--- config.mk ---
export PLATFORM = sky130hd
export DESIGN_NAME = iir_biquad_mac_sched
export DESIGN_NICKNAME = d
export VERILOG_FILES = /design/src/rtl/iir_biquad_mac_sched.sv
export SDC_FILE = /design/constraint.sdc
export NUM_CORES = 1
export LEC_CHECK = 0
export ABC_AREA = 1
export BUFFER_PORTS_ARGS = -buffer_cell sky130_fd_sc_hd__buf_2
export CAP_MARGIN = 20
export CORE_ASPECT_RATIO = 0.7
export CORE_MARGIN = 2
export CORE_UTILIZATION = 40
export DETAILED_ROUTE_END_ITERATION = 6
export PLACE_DENSITY_LB_ADDON = 0.2
export SLEW_MARGIN = 20
export SYNTH_ARGS = -nofsm -noshare
export SYNTH_HDL_FRONTEND = slang
export SYNTH_SLANG_ARGS = --single-unit
--- constraint.sdc ---
create_clock -name clk -period 3.6 [get_ports clk]
set_input_delay 0.9 -clock clk [delete_from_list [all_inputs] [get_ports clk]]
set_output_delay 0.9 -clock clk [all_outputs]
set_load 0.05 [all_outputs]
--- src/rtl/iir_biquad_mac_sched.sv ---
// Direct-form-I biquad evaluated on one shared, pipelined Q2.22 multiplier.
// Five products are issued back-to-back, the in-order returns are accumulated, and the saturated y is emitted.
module iir_biquad_mac_sched #(
    parameter int DW        = 24,
    parameter int ACC_W     = 27,
    parameter int NUM_TERMS = 5
) (
    input  logic          clk,
    input  logic          rst_n,
    input  logic          in_valid,
    input  logic [DW-1:0] in_data,
    output logic          in_ready,
    output logic          out_valid,
    output logic [DW-1:0] y_out,
    input  logic          cfg_we,
    input  logic [2:0]    cfg_addr,
    input  logic [DW-1:0] cfg_data,
    output logic          cfg_err,
    input  logic          clr_hist,
    output logic          mul_valid,
    output logic [DW-1:0] mul_a,
    output logic [DW-1:0] mul_b,
    input  logic          mul_vout,
    input  logic [DW-1:0] mul_p
);

    localparam int CW    = $clog2(NUM_TERMS + 1);
    localparam int N_ADD = 3;  // b0..b2 products add, a1..a2 products subtract

    localparam logic signed [ACC_W-1:0] ACC_MAX = ACC_W'((64'sd1 <<< (DW - 1)) - 64'sd1);
    localparam logic signed [ACC_W-1:0] ACC_MIN = ~ACC_MAX;

    typedef enum logic [1:0] {IDLE, ISSUE, WAIT, DONE} state_t;

    state_t                   state;
    logic [DW-1:0]            coef [NUM_TERMS];
    logic [DW-1:0]            x, x1, x2, y1, y2;
    logic signed [ACC_W-1:0]  acc;
    logic [CW-1:0]            issue_k;
    logic [CW-1:0]            ret_cnt;

    logic                     cfg_ok;
    logic [DW-1:0]            b0_eff;
    logic                     ret_take;
    logic                     last_ret;
    logic signed [ACC_W-1:0]  p_ext;
    logic signed [ACC_W-1:0]  acc_next;

    function automatic logic [DW-1:0] sat(input logic signed [ACC_W-1:0] a);
        if (a > ACC_MAX)      sat = ACC_MAX[DW-1:0];
        else if (a < ACC_MIN) sat = ACC_MIN[DW-1:0];
        else                  sat = a[DW-1:0];
    endfunction

    assign cfg_ok = cfg_we && (state == IDLE) && (cfg_addr < 3'(NUM_TERMS));
    // A b0 write in the accept cycle is forwarded so the whole sample sees one coefficient set.
    assign b0_eff = (cfg_ok && cfg_addr == 3'd0) ? cfg_data : coef[0];

    // Returns are only real once the first operand pair has been sampled by the multiplier.
    assign ret_take = mul_vout && ((state == ISSUE && issue_k != '0) || state == WAIT);
    assign last_ret = ret_take && (ret_cnt == CW'(NUM_TERMS - 1));
    assign p_ext    = ACC_W'($signed(mul_p));
    assign acc_next = (ret_cnt < CW'(N_ADD)) ? acc + p_ext : acc - p_ext;

    // NOTE: every register here updates with <= so all reads within a clock see pre-edge values.
    always_ff @(posedge clk or negedge rst_n) begin
        if (!rst_n) begin
            state     <= IDLE;
            in_ready  <= 1'b1;
            out_valid <= 1'b0;
            y_out     <= '0;
            cfg_err   <= 1'b0;
            mul_valid <= 1'b0;
            mul_a     <= '0;
            mul_b     <= '0;
            // NOTE: the coefficient file is reset explicitly; a reset must leave a known all-zero filter.
            for (int i = 0; i < NUM_TERMS; i++) coef[i] <= '0;
            x         <= '0;
            x1        <= '0;
            x2        <= '0;
            y1        <= '0;
            y2        <= '0;
            acc       <= '0;
            issue_k   <= '0;
            ret_cnt   <= '0;
        end else begin
            out_valid <= 1'b0;
            cfg_err   <= 1'b0;

            if (cfg_we) begin
                if (cfg_ok) coef[cfg_addr] <= cfg_data;
                else        cfg_err        <= 1'b1;
            end

            if (ret_take) begin
                acc     <= acc_next;
                ret_cnt <= ret_cnt + 1'b1;
            end

            case (state)
                IDLE: begin
                    if (clr_hist) begin
                        x1 <= '0;
                        x2 <= '0;
                        y1 <= '0;
                        y2 <= '0;
                    end
                    if (in_valid) begin
                        x         <= in_data;
                        state     <= ISSUE;
                        in_ready  <= 1'b0;
                        mul_valid <= 1'b1;
                        mul_a     <= b0_eff;
                        mul_b     <= in_data;
                        issue_k   <= '0;
                    end
                end

                ISSUE: begin
                    if (issue_k == CW'(NUM_TERMS - 1)) begin
                        mul_valid <= 1'b0;
                        mul_a     <= '0;
                        mul_b     <= '0;
                        state     <= WAIT;
                    end else begin
                        issue_k <= issue_k + 1'b1;
                        case (issue_k)
                            CW'(0):  begin mul_a <= coef[1]; mul_b <= x1; end
                            CW'(1):  begin mul_a <= coef[2]; mul_b <= x2; end
                            CW'(2):  begin mul_a <= coef[3]; mul_b <= y1; end
                            default: begin mul_a <= coef[4]; mul_b <= y2; end
                        endcase
                    end
                end

                WAIT: begin
                    if (last_ret) begin
                        y_out     <= sat(acc_next);
                        out_valid <= 1'b1;
                        state     <= DONE;
                    end
                end

                DONE: begin
                    x2       <= x1;
                    x1       <= x;
                    y2       <= y1;
                    y1       <= y_out;
                    acc      <= '0;
                    ret_cnt  <= '0;
                    issue_k  <= '0;
                    in_ready <= 1'b1;
                    state    <= IDLE;
                end

                default: state <= IDLE;
            endcase
        end
    end

endmodule

-- Word level (Yosys, flattened, before mapping)
Cells that the tools add are included.
- input port bits: 81
- register bits after elaboration: 351
- order comparisons: 6
- reduce and logical (&&, ||, !) cells: 25
- mux-type cells: 40
- bitwise operators: 1
- $add $sub $neg: 4
- equal/unequal tests: 12
- operators by type and width (operator ; number):
    24-bit one-hot mux with 2 select lines ; 6
    24-bit two-way mux ; 9
    24-bit one-hot mux with 3 select lines ; 2
    120-bit bitwise mux ; 1
    27-bit two-way mux ; 3
    24-bit demux with 3-bit select ; 1
    27-bit by 24-bit adder with 27-bit output ; 1
    27-bit by 24-bit greater-than comparator with 1-bit output, second input constant ; 1
    27-bit by 24-bit < comparator with 1-bit output, second input constant ; 1
    27-bit by 24-bit subtractor with 27-bit output ; 1
    3-bit two-way mux ; 4
    2-bit AND reduction ; 6
    3-bit one-hot mux with 3 select lines ; 1
    3-bit AND reduction ; 3
    2-bit inequality test, second input constant ; 4
    2-bit one-hot mux with 4 select lines ; 1
    1-bit logical AND ; 7
    1-bit two-way mux ; 7
    3-bit by 1-bit adder with 3-bit output, second input constant ; 2
    3-bit equality test, second input constant ; 2
    3-bit logical NOT ; 2
    2-bit two-way mux ; 3
    2-bit nonzero test ; 3
    3-bit nonzero test ; 2
    13 further kinds ; 15

-- Depth between registers and ports, before layout
Gate-level depths: netlist of the first run.
- depth after elaboration: 7
- mapped depth: 25

-- Worst setup path before layout of the first run
No wires, ideal clock.
- kind: input-to-reg
- start: in mul_p[5]
- end: reg y_out[14]
- arrival: 3.411 ns
- stages: 23
- data required time: 3.481 ns
- setup slack: 0.070 ns
- path buffers: 1
- cells stage by stage: nor2_2 > nand3_1 > nor4_1 > nand4_1 > nor2_1 > nand2_1 > nand2_1 > xnor2_1 > inv_1 > ha_1 > nand2_1 > inv_1 > a21oi_1 > nor2_1 > nor2_1 > nand2_1 > nor2_1 > nand3_1 > nand2_2 > nand2_4 > buf_12 > nand2_2 > a21oi_2
- cells in the longest elaborated chain, start to end: 5
- elaborated cells on any way between the ends: 7
- those cells by class: add/sub: 2; order compare: 2; mux: 3
- ends and longest elaborated chain (element ; line ; source):
    start, declared ; 24 ; input logic [DW-1:0] mul_p
    27-bit by 24-bit subtractor with 27-bit output / 27-bit by 24-bit adder with 27-bit output (equally long branches) ; 63 ; assign acc_next = (ret_cnt < CW'(N_ADD)) ? acc + p_ext : acc - p_ext;
    27-bit two-way mux * ; 63 ;
    27-bit by 24-bit < comparator with 1-bit output ; 51 ; else if (a < ACC_MIN) sat = ACC_MIN[DW-1:0];
    24-bit two-way mux ; 51 ;
    24-bit two-way mux * ; 50 ; if (a > ACC_MAX) sat = ACC_MAX[DW-1:0];
    end signal, assigned ; 138 ; y_out <= sat(acc_next);
    end, declared ; 14 ; output logic [DW-1:0] y_out,
Mark *: on every way between the ends. The rest lies on a longest branch, timed or not.
A chain may end at the register's enable or synchronous reset.

-- Final worst setup path of the first run
- start: in mul_p[1]
- end: reg y_out[1]
Same word-level chain as after synthesis.

==> results of run 1 <==
==> what timing repair did <==
action | 4_1_cts | 5_1_grt
pin swaps | 0 | 44
setup buffers | 0 | 7
hold buffers | 0 | 0
gates cloned | 0 | 3
gates resized for setup | 2 | 85
endpoints found under the setup margin | 23 | 30
==> placed cells by master (no fill, tap or decap), types with 3 or more instances in the layout <==
master	n
o211ai_1	14
clkbuf_8	4
a22o_1	8
o21ai_4	3
nand3_2	10
nor2_4	14
inv_2	12
buf_2	153
nor2_1	87
a41o_1	7
buf_6	7
clkbuf_1	12
ha_4	3
nand4_1	10
a21oi_1	75
inv_1	322
o21a_1	8
clkinv_2	4
nor2_2	11
xnor2_1	15
a221o_1	18
dfrtp_1	350
ha_1	32
nor3_1	4
buf_12	8
o22ai_1	96
clkbuf_16	41
nand2_4	7
o21ai_0	212
nand2_1	461
xor2_1	26
buf_4	151
nand3_1	82
a21oi_2	30
a31oi_1	23
nand2_2	60
==> power groups by stage <==
stage	clock (W)	sequential, W	combinational [W]
final	0.00388	0.00637	0.0113
after global routing	0.00413	0.00656	0.0124
after CTS	0.00397	0.00636	0.0108
after detailed placement	0	0.00641	0.0107
after global placement	0	0.00636	0.0106
after floorplan	0	0.00734	0.00594
==> through the flow <==
step                setup slack (ps)  total power, W
floorplan                       69.7          0.0133
global route                    -108          0.0231
global placement                -511          0.0169
finish                           108          0.0215
CTS                             36.8          0.0211
detailed placement              -623          0.0171
==> worst min path at each step <==
| stage | start | to | slack [ps] | depth (start not counted) |
|---|---|---|---|---|
| 4_1_cts | rst_n | mul_a[16]$_DFFE_PN0P_ | 380 | 1 |
| 5_1_grt | rst_n | coef[112]$_DFFE_PN0P_ | 400 | 1 |
| 3_3_place_gp | coef[92]$_DFFE_PN0P_ | coef[92]$_DFFE_PN0P_ | 470 | 2 |
| 6_report | rst_n | mul_a[16]$_DFFE_PN0P_ | 340 | 1 |
| 3_5_place_dp | x[23]$_DFFE_PN0P_ | x[23]$_DFFE_PN0P_ | 470 | 2 |
| 2_1_floorplan | x[23]$_DFFE_PN0P_ | x[23]$_DFFE_PN0P_ | 440 | 2 |
==> state kept, by name (all words and copies together) (netlist names) <==
name       cells
y_out         24
y2            24
acc           27
coef         120
x2            24
x             24
x1            24
out_valid      1
cfg_err        1
mul_b         24
issue_k        3
y1            24
in_ready       1
mul_valid      1
ret_cnt        3
mul_a         24
state          2
==> layout make-up <==
| class | count | area, µm² | share of cell area, % |
|---|---|---|---|
| flip-flops and latches | 351 | 8780 | 40.6 |
| multi-input cells | 1340 | 7450 | 34.4 |
| repair buffers | 322 | 2200 | 10.2 |
| inverters | 336 | 1260 | 5.84 |
| clock buffers | 55 | 1080 | 4.97 |
| well taps | 594 | 743 | 3.43 |
| clock inverters | 11 | 135 | 0.624 |
==> per-layer routing <==
layer	share of wire, %	GRT usage (%)
met3	4.9	3.26
met4	2.2	6.04
met5	0	0
met1	49	35.0
met2	44	34.3
==> logic make-up after synthesis <==
family	Yosys count	share of synthesized area, %
AOI/OAI and AO/OA	505	17.0
xor gates and xnor gates	43	2.14
adders and majority gates	38	2.74
buffers and inverters	443	9.91
DFF	351	49.9
and+or+nand+nor	754	18.3
==> worst max-delay path, cell delays in order <==
cell and delay (ps):
buf_2 110, inv_2 70, ha_4 150, nand3_4 120, nor2_4 140, buf_4 120, nand3_2 70, nand2_2 80
o21ai_0 110, xor2_1 250, ha_1 360, a21oi_1 270, nor2_1 80, nor2_1 130, nand2_2 80, a21oi_2 130
nand3_1 110, nand2_2 80, nand3_2 90, nand2_4 150, clkbuf_16 180, nand2_4 40, a21oi_2 110
==> impl_metrics.py, run 1 <==
metrics = {
    "synth": {
        "synth_area_leaders": "dfrtp_1, nand2_1, inv_1",
        "netlist_area_um2": 17600,
        "syn_nets": 2253,
        "synth_commonest_cells": "nand2_1, dfrtp_1, inv_1",
        "synth.most_common_cell": "nand2_1",
        "synthFlopType": "dfrtp_1",
        "yosysTopAreaCell": "dfrtp_1",
        "synth_top_area_share_pct": 49.7,
        "synth_warnings": 0,
        "synthArstFlopShare_pct": 100,
        "syn-instance-count": 2134,
        "syn_avg_cell_area_um2": 8.25,
        "ys_seq_area_share_pct": 49.9,
        "synth_cell_types": 45,
        "synth_edf_count": 0,
        "ys_seq_elements": 351,
    },
    "global_route": {
        "grt_antenna_before_repair": 0,
        "grt_pass1_wl_mm": 83.4,
        "grt_pass1_vias": 14800,
        "grt_max_degree": 91,
        "grt-ovfl-total": 0,
        "grt_use_total_pct": 23.0,
    },
    "placed_design": {
        "dp_cells": 2933,
        "placed_cell_area_um2": 20000,
        "place_congestion": 0.948,
        "portBuffers": 156,
        "dpl.hpwl_mm": 36.2,
    },
    "sta": {
        "grt_setup_unrepaired": "yes",
        "maxSlewHeadroom_pct": 45.0,
        "fin_skew_ps": 16.2,
        "setup_viol": 0,
        "max_freq_ghz": 0.286,
        "fin_setup_tns_ps": 0,
        "hold-worst-slack_ps": 338,
        "slew_viol_final": 0,
        "final_hold_viol_count": 0,
        "tightest_slew_ps": 825,
        "min_period_over_period_pct": 97.0,
        "post-route-min-period_ps": 3490,
    },
    "setup_path": {
        "worst_ep_required_time_ps": 4060,
        "r2r_end": "y_out[1]$_DFFE_PN0P_",
        "timing.reg2reg.setup_slack_ps": 210,
        "worstSetupStartpointType": "primary input",
        "reg2reg_from": "ret_cnt[0]$_DFFE_PN0P_",
        "crit_end": "y_out[1]$_DFFE_PN0P_",
        "startpoint": "mul_p[1]",
        "path_class": "primary input to flip-flop",
        "end_kind": "flip-flop",
        "crit_arrival_ps": 3960,
        "reg2reg_depth": 18,
        "cp_max_fo": 5,
    },
    "pwr": {
        "p_sw_share_pct": 45.4,
        "vdd.ir_drop.worst_mv": 0.551,
        "pwr-share-comb_pct": 52.4,
        "p_leak_nw": 10.8,
        "power.share.sequential_pct": 29.6,
        "internal-power_w": 0.0118,
        "clkPwrFrac_pct": 18.0,
        "p_per_area_nw_per_um2": 995,
        "power_switching_w": 0.00977,
    },
    "routing": {
        "routedWlPerCell_um": 17.4,
        "viasPerCell": 5.04,
        "detail-route-antenna-nets": 0,
        "wl_mm": 52.2,
        "vias": 15200,
        "firstDrtPassIters": 5,
        "drcViolationCount": 0,
        "drt_iter0_markers": 1330,
    },
    "floorplan": {
        "core-area_um2": 43600,
        "ios": 157,
        "die_h_um": 180,
        "die_w_um": 255,
        "start_util_pct": 40.4,
        "dieArea_um2": 45800,
        "row_count": 64,
    },
    "cells_and_area": {
        "diodes": 0,
        "fin_area_um2": 21700,
        "num-nets-final": 2508,
        "n_fill_cell": 4263,
        "fin_util_pct": 49.7,
        "layout.cells.non_filler": 3009,
        "syn_to_final_growth_pct": 22.9,
        "drive_gt1_share_pct": 22.4,
    },
    "run": {
        "maxCapViolCount": 0,
    },
    "clocking": {
        "cts_buffers": 38,
        "htree_levels": 2,
        "clk_pin_slew_ps": 60,
        "clk_latency_ps": 550,
        "clock_sinks": 351,
        "clock_path_buffers": 3,
        "root_buffer": "clkbuf_16",
        "cts_tree": "done",
    },
    "outcome": {
        "outcome": "finished, final reports clean",
    },
    "hold_path": {
        "worstHoldPathType": "primary input to asynchronous set/reset pin",
    },
}
Power figures use the tool's default switching activity.
==> inputs of run 2 (changes only) <==
CELL_PAD_IN_SITES_DETAIL_PLACEMENT = 1   (was not set)
CELL_PAD_IN_SITES_GLOBAL_PLACEMENT = 1   (was not set)
==> impl_metrics.py, run 2 (same netlist as run 1, synthesis figures left out) <==
metrics = {
    "outcome": {
        "outcome": "finished with violations",
        "violations": "setup timing",
    },
    "floorplan": {
        "die_w_um": 255,
        "die_h_um": 180,
        "row_count": 64,
        "dieArea_um2": 45800,
        "ios": 157,
        "core-area_um2": 43600,
        "start_util_pct": 40.4,
    },
    "cells_and_area": {
        "largest-register": "coef",
        "n_fill_cell": 5249,
        "syn_to_final_growth_pct": 23.9,
        "reg.largest.list": "coef x120, acc x27",
        "num-nets-final": 2513,
        "final_cell_mix": "nand2_1, dfrtp_1, inv_1",
        "layout.cells.non_filler": 3018,
        "largest_register_ffs": 120,
        "final_common_cell": "nand2_1",
        "drive_gt1_share_pct": 23.0,
    },
    "sta": {
        "final_hold_viol_count": 0,
        "hold-worst-slack_ps": 346,
        "fin_ws_ps": -19.2,
        "setup_viol": 8,
        "slew_viol_final": 0,
        "max_freq_ghz": 0.276,
        "post-route-min-period_ps": 3620,
        "maxSlewHeadroom_pct": 39.7,
        "grt_setup_unrepaired": "yes",
        "tightest_slew_ps": 904,
        "fin_skew_ps": 20.6,
        "min_period_over_period_pct": 101,
    },
    "setup_path": {
        "path_depth": 23,
        "cp_max_fo": 5,
        "worstSetupStartpointType": "primary input",
        "crit_arrival_ps": 4070,
        "cpMostUsedCell": "nand2_2",
        "reg2reg_depth": 20,
        "path_delay_family": "simple AND/OR/NAND/NOR gates",
        "worst-path-buf-inv": 4,
        "worst_ep_required_time_ps": 4050,
        "crit_chain": "buf_6 -> nor2_4 -> nand3_2 -> nor4_4 -> buf_4 -> nand4_1 -> nor2_4 -> nor2_2 -> xnor2_2 -> ha_2 -> nand2_2 -> inv_1 -> a21oi_2 -> nand2_1 -> nand2_2 -> nand2_1 -> nor2_2 -> nand3_1 -> nand2_2 -> nand2_4 -> clkbuf_16 -> nand2_2 -> a21oi_2",
        "path_class": "primary input to flip-flop",
        "end_kind": "flip-flop",
        "critPathMaxStageDelay_ps": 340,
        "crit_slowest_cell": "ha_2",
    },
    "routing": {
        "firstDrtPassIters": 5,
        "wl_met2_mm": 26.9,
        "viasPerCell": 5.17,
        "wl_mm": 57.2,
        "vias": 15600,
        "routedWlPerCell_um": 18.9,
        "wl_met1_mm": 26.8,
        "detail-route-antenna-nets": 0,
        "drt_iter0_markers": 959,
        "drcViolationCount": 0,
        "dr_wl_met3_mm": 1.92,
        "maxUsedRoutingLayer": "met4",
    },
    "clocking": {
        "hold_buffers": 0,
        "clk_pin_slew_ps": 70,
        "htree_levels": 2,
        "clk_latency_ps": 560,
        "clock_path_buffers": 3,
        "root_buffer": "clkbuf_16",
        "clock_sinks": 351,
        "cts_buffers": 38,
        "cts_tree": "done",
    },
    "global_route": {
        "grt_use_total_pct": 25.0,
        "grt_antenna_before_repair": 0,
        "grt_max_degree": 102,
        "grt_pass1_vias": 16700,
        "grt-ovfl-total": 0,
        "grt_pass1_wl_mm": 91.2,
    },
    "pwr": {
        "vdd.ir_drop.worst_mv": 0.489,
        "p_per_area_nw_per_um2": 1000,
        "p_leak_nw": 10.9,
    },
    "hold_path": {
        "worstHoldPathType": "primary input to asynchronous set/reset pin",
    },
    "placed_design": {
        "portBuffers": 156,
        "dp_cells": 2933,
        "place_congestion": 0.892,
        "dpl.hpwl_mm": 40.1,
    },
    "run": {
        "maxCapViolCount": 0,
    },
}
==> run 2: cell count changes in the layout (fill, tap and decap cells not counted), sizes merged <==
cell / before / now
clkbuf: 57 / 62
clkinv: 7 / 9
inv: 338 / 336
buf: 320 / 323
diode: 0 / 1
==> run 2: timing repair <==
action / 4_1_cts / 5_1_grt
cloned: 0 / 5
pin swaps: 0 / 34
setup endpoints to repair: 21 / 29
endpoints found under the hold margin: 0 / 0
gates resized for setup: 3 / 96
setup buffers: 0 / 10
==> run 2: area by class of cell <==
type / instances / area, µm² / area share [%]
flip-flops and latches: 351 / 8780 / 40.3
multi-input cells: 1340 / 7490 / 34.3
repair buffers: 327 / 2290 / 10.5
inverters: 336 / 1260 / 5.80
clock buffers: 58 / 1090 / 4.98
well taps: 594 / 743 / 3.41
clock inverters: 11 / 160 / 0.734
diodes: 1 / 2.50 / 0.0115
==> run 2: power by group <==
group          leakage [nW]  total [W]  internal [W]  switching [W]
Clock                 0.606    0.00394       0.00225        0.00169
Combinational          5.91     0.0115       0.00394        0.00755
Sequential             4.38    0.00643       0.00558       0.000848
==> run 2: per-layer routing <==
metal  track usage (%)  vias up
met1              35.0     7838
met5                 0        -
met2              40.3      250
li1                  -     7434
met4              7.51        0
met3              3.46       81
==> run 2: path summary, 6_finish.rpt <==
kind,endpoint,slack [ps],from
max in group asynchronous,x1[16]$_DFFE_PN0P_,2310,rst_n
worst max register to register,y_out[20]$_DFFE_PN0P_,170,ret_cnt[0]$_DFFE_PN0P_
worst min-delay path,coef[115]$_DFFE_PN0P_,350,rst_n
worst min register to register,mul_b[3]$_DFFE_PN0P_,480,mul_b[3]$_DFFE_PN0P_
min in group clk,mul_b[3]$_DFFE_PN0P_,480,mul_b[3]$_DFFE_PN0P_
worst max-delay path,y_out[20]$_DFFE_PN0P_,-20,mul_p[4]
==> run 2: per-stage QoR <==
step / TNS [ps] / utilization, % / power, W / worst slack [ps] / area, µm²
floorplan: 0 / - / 0.0133 / 69.7 / 17600
global placement: -12860 / 45.9 / 0.0168 / -467 / 20000
detailed placement: -17520 / 45.9 / 0.0173 / -612 / 20000
CTS: 0 / 48.8 / 0.0214 / 38.5 / 21300
global route: -4220 / 50.1 / 0.0234 / -207 / 21800
finish: -53.4 / 50.1 / 0.0219 / -19.2 / 21800
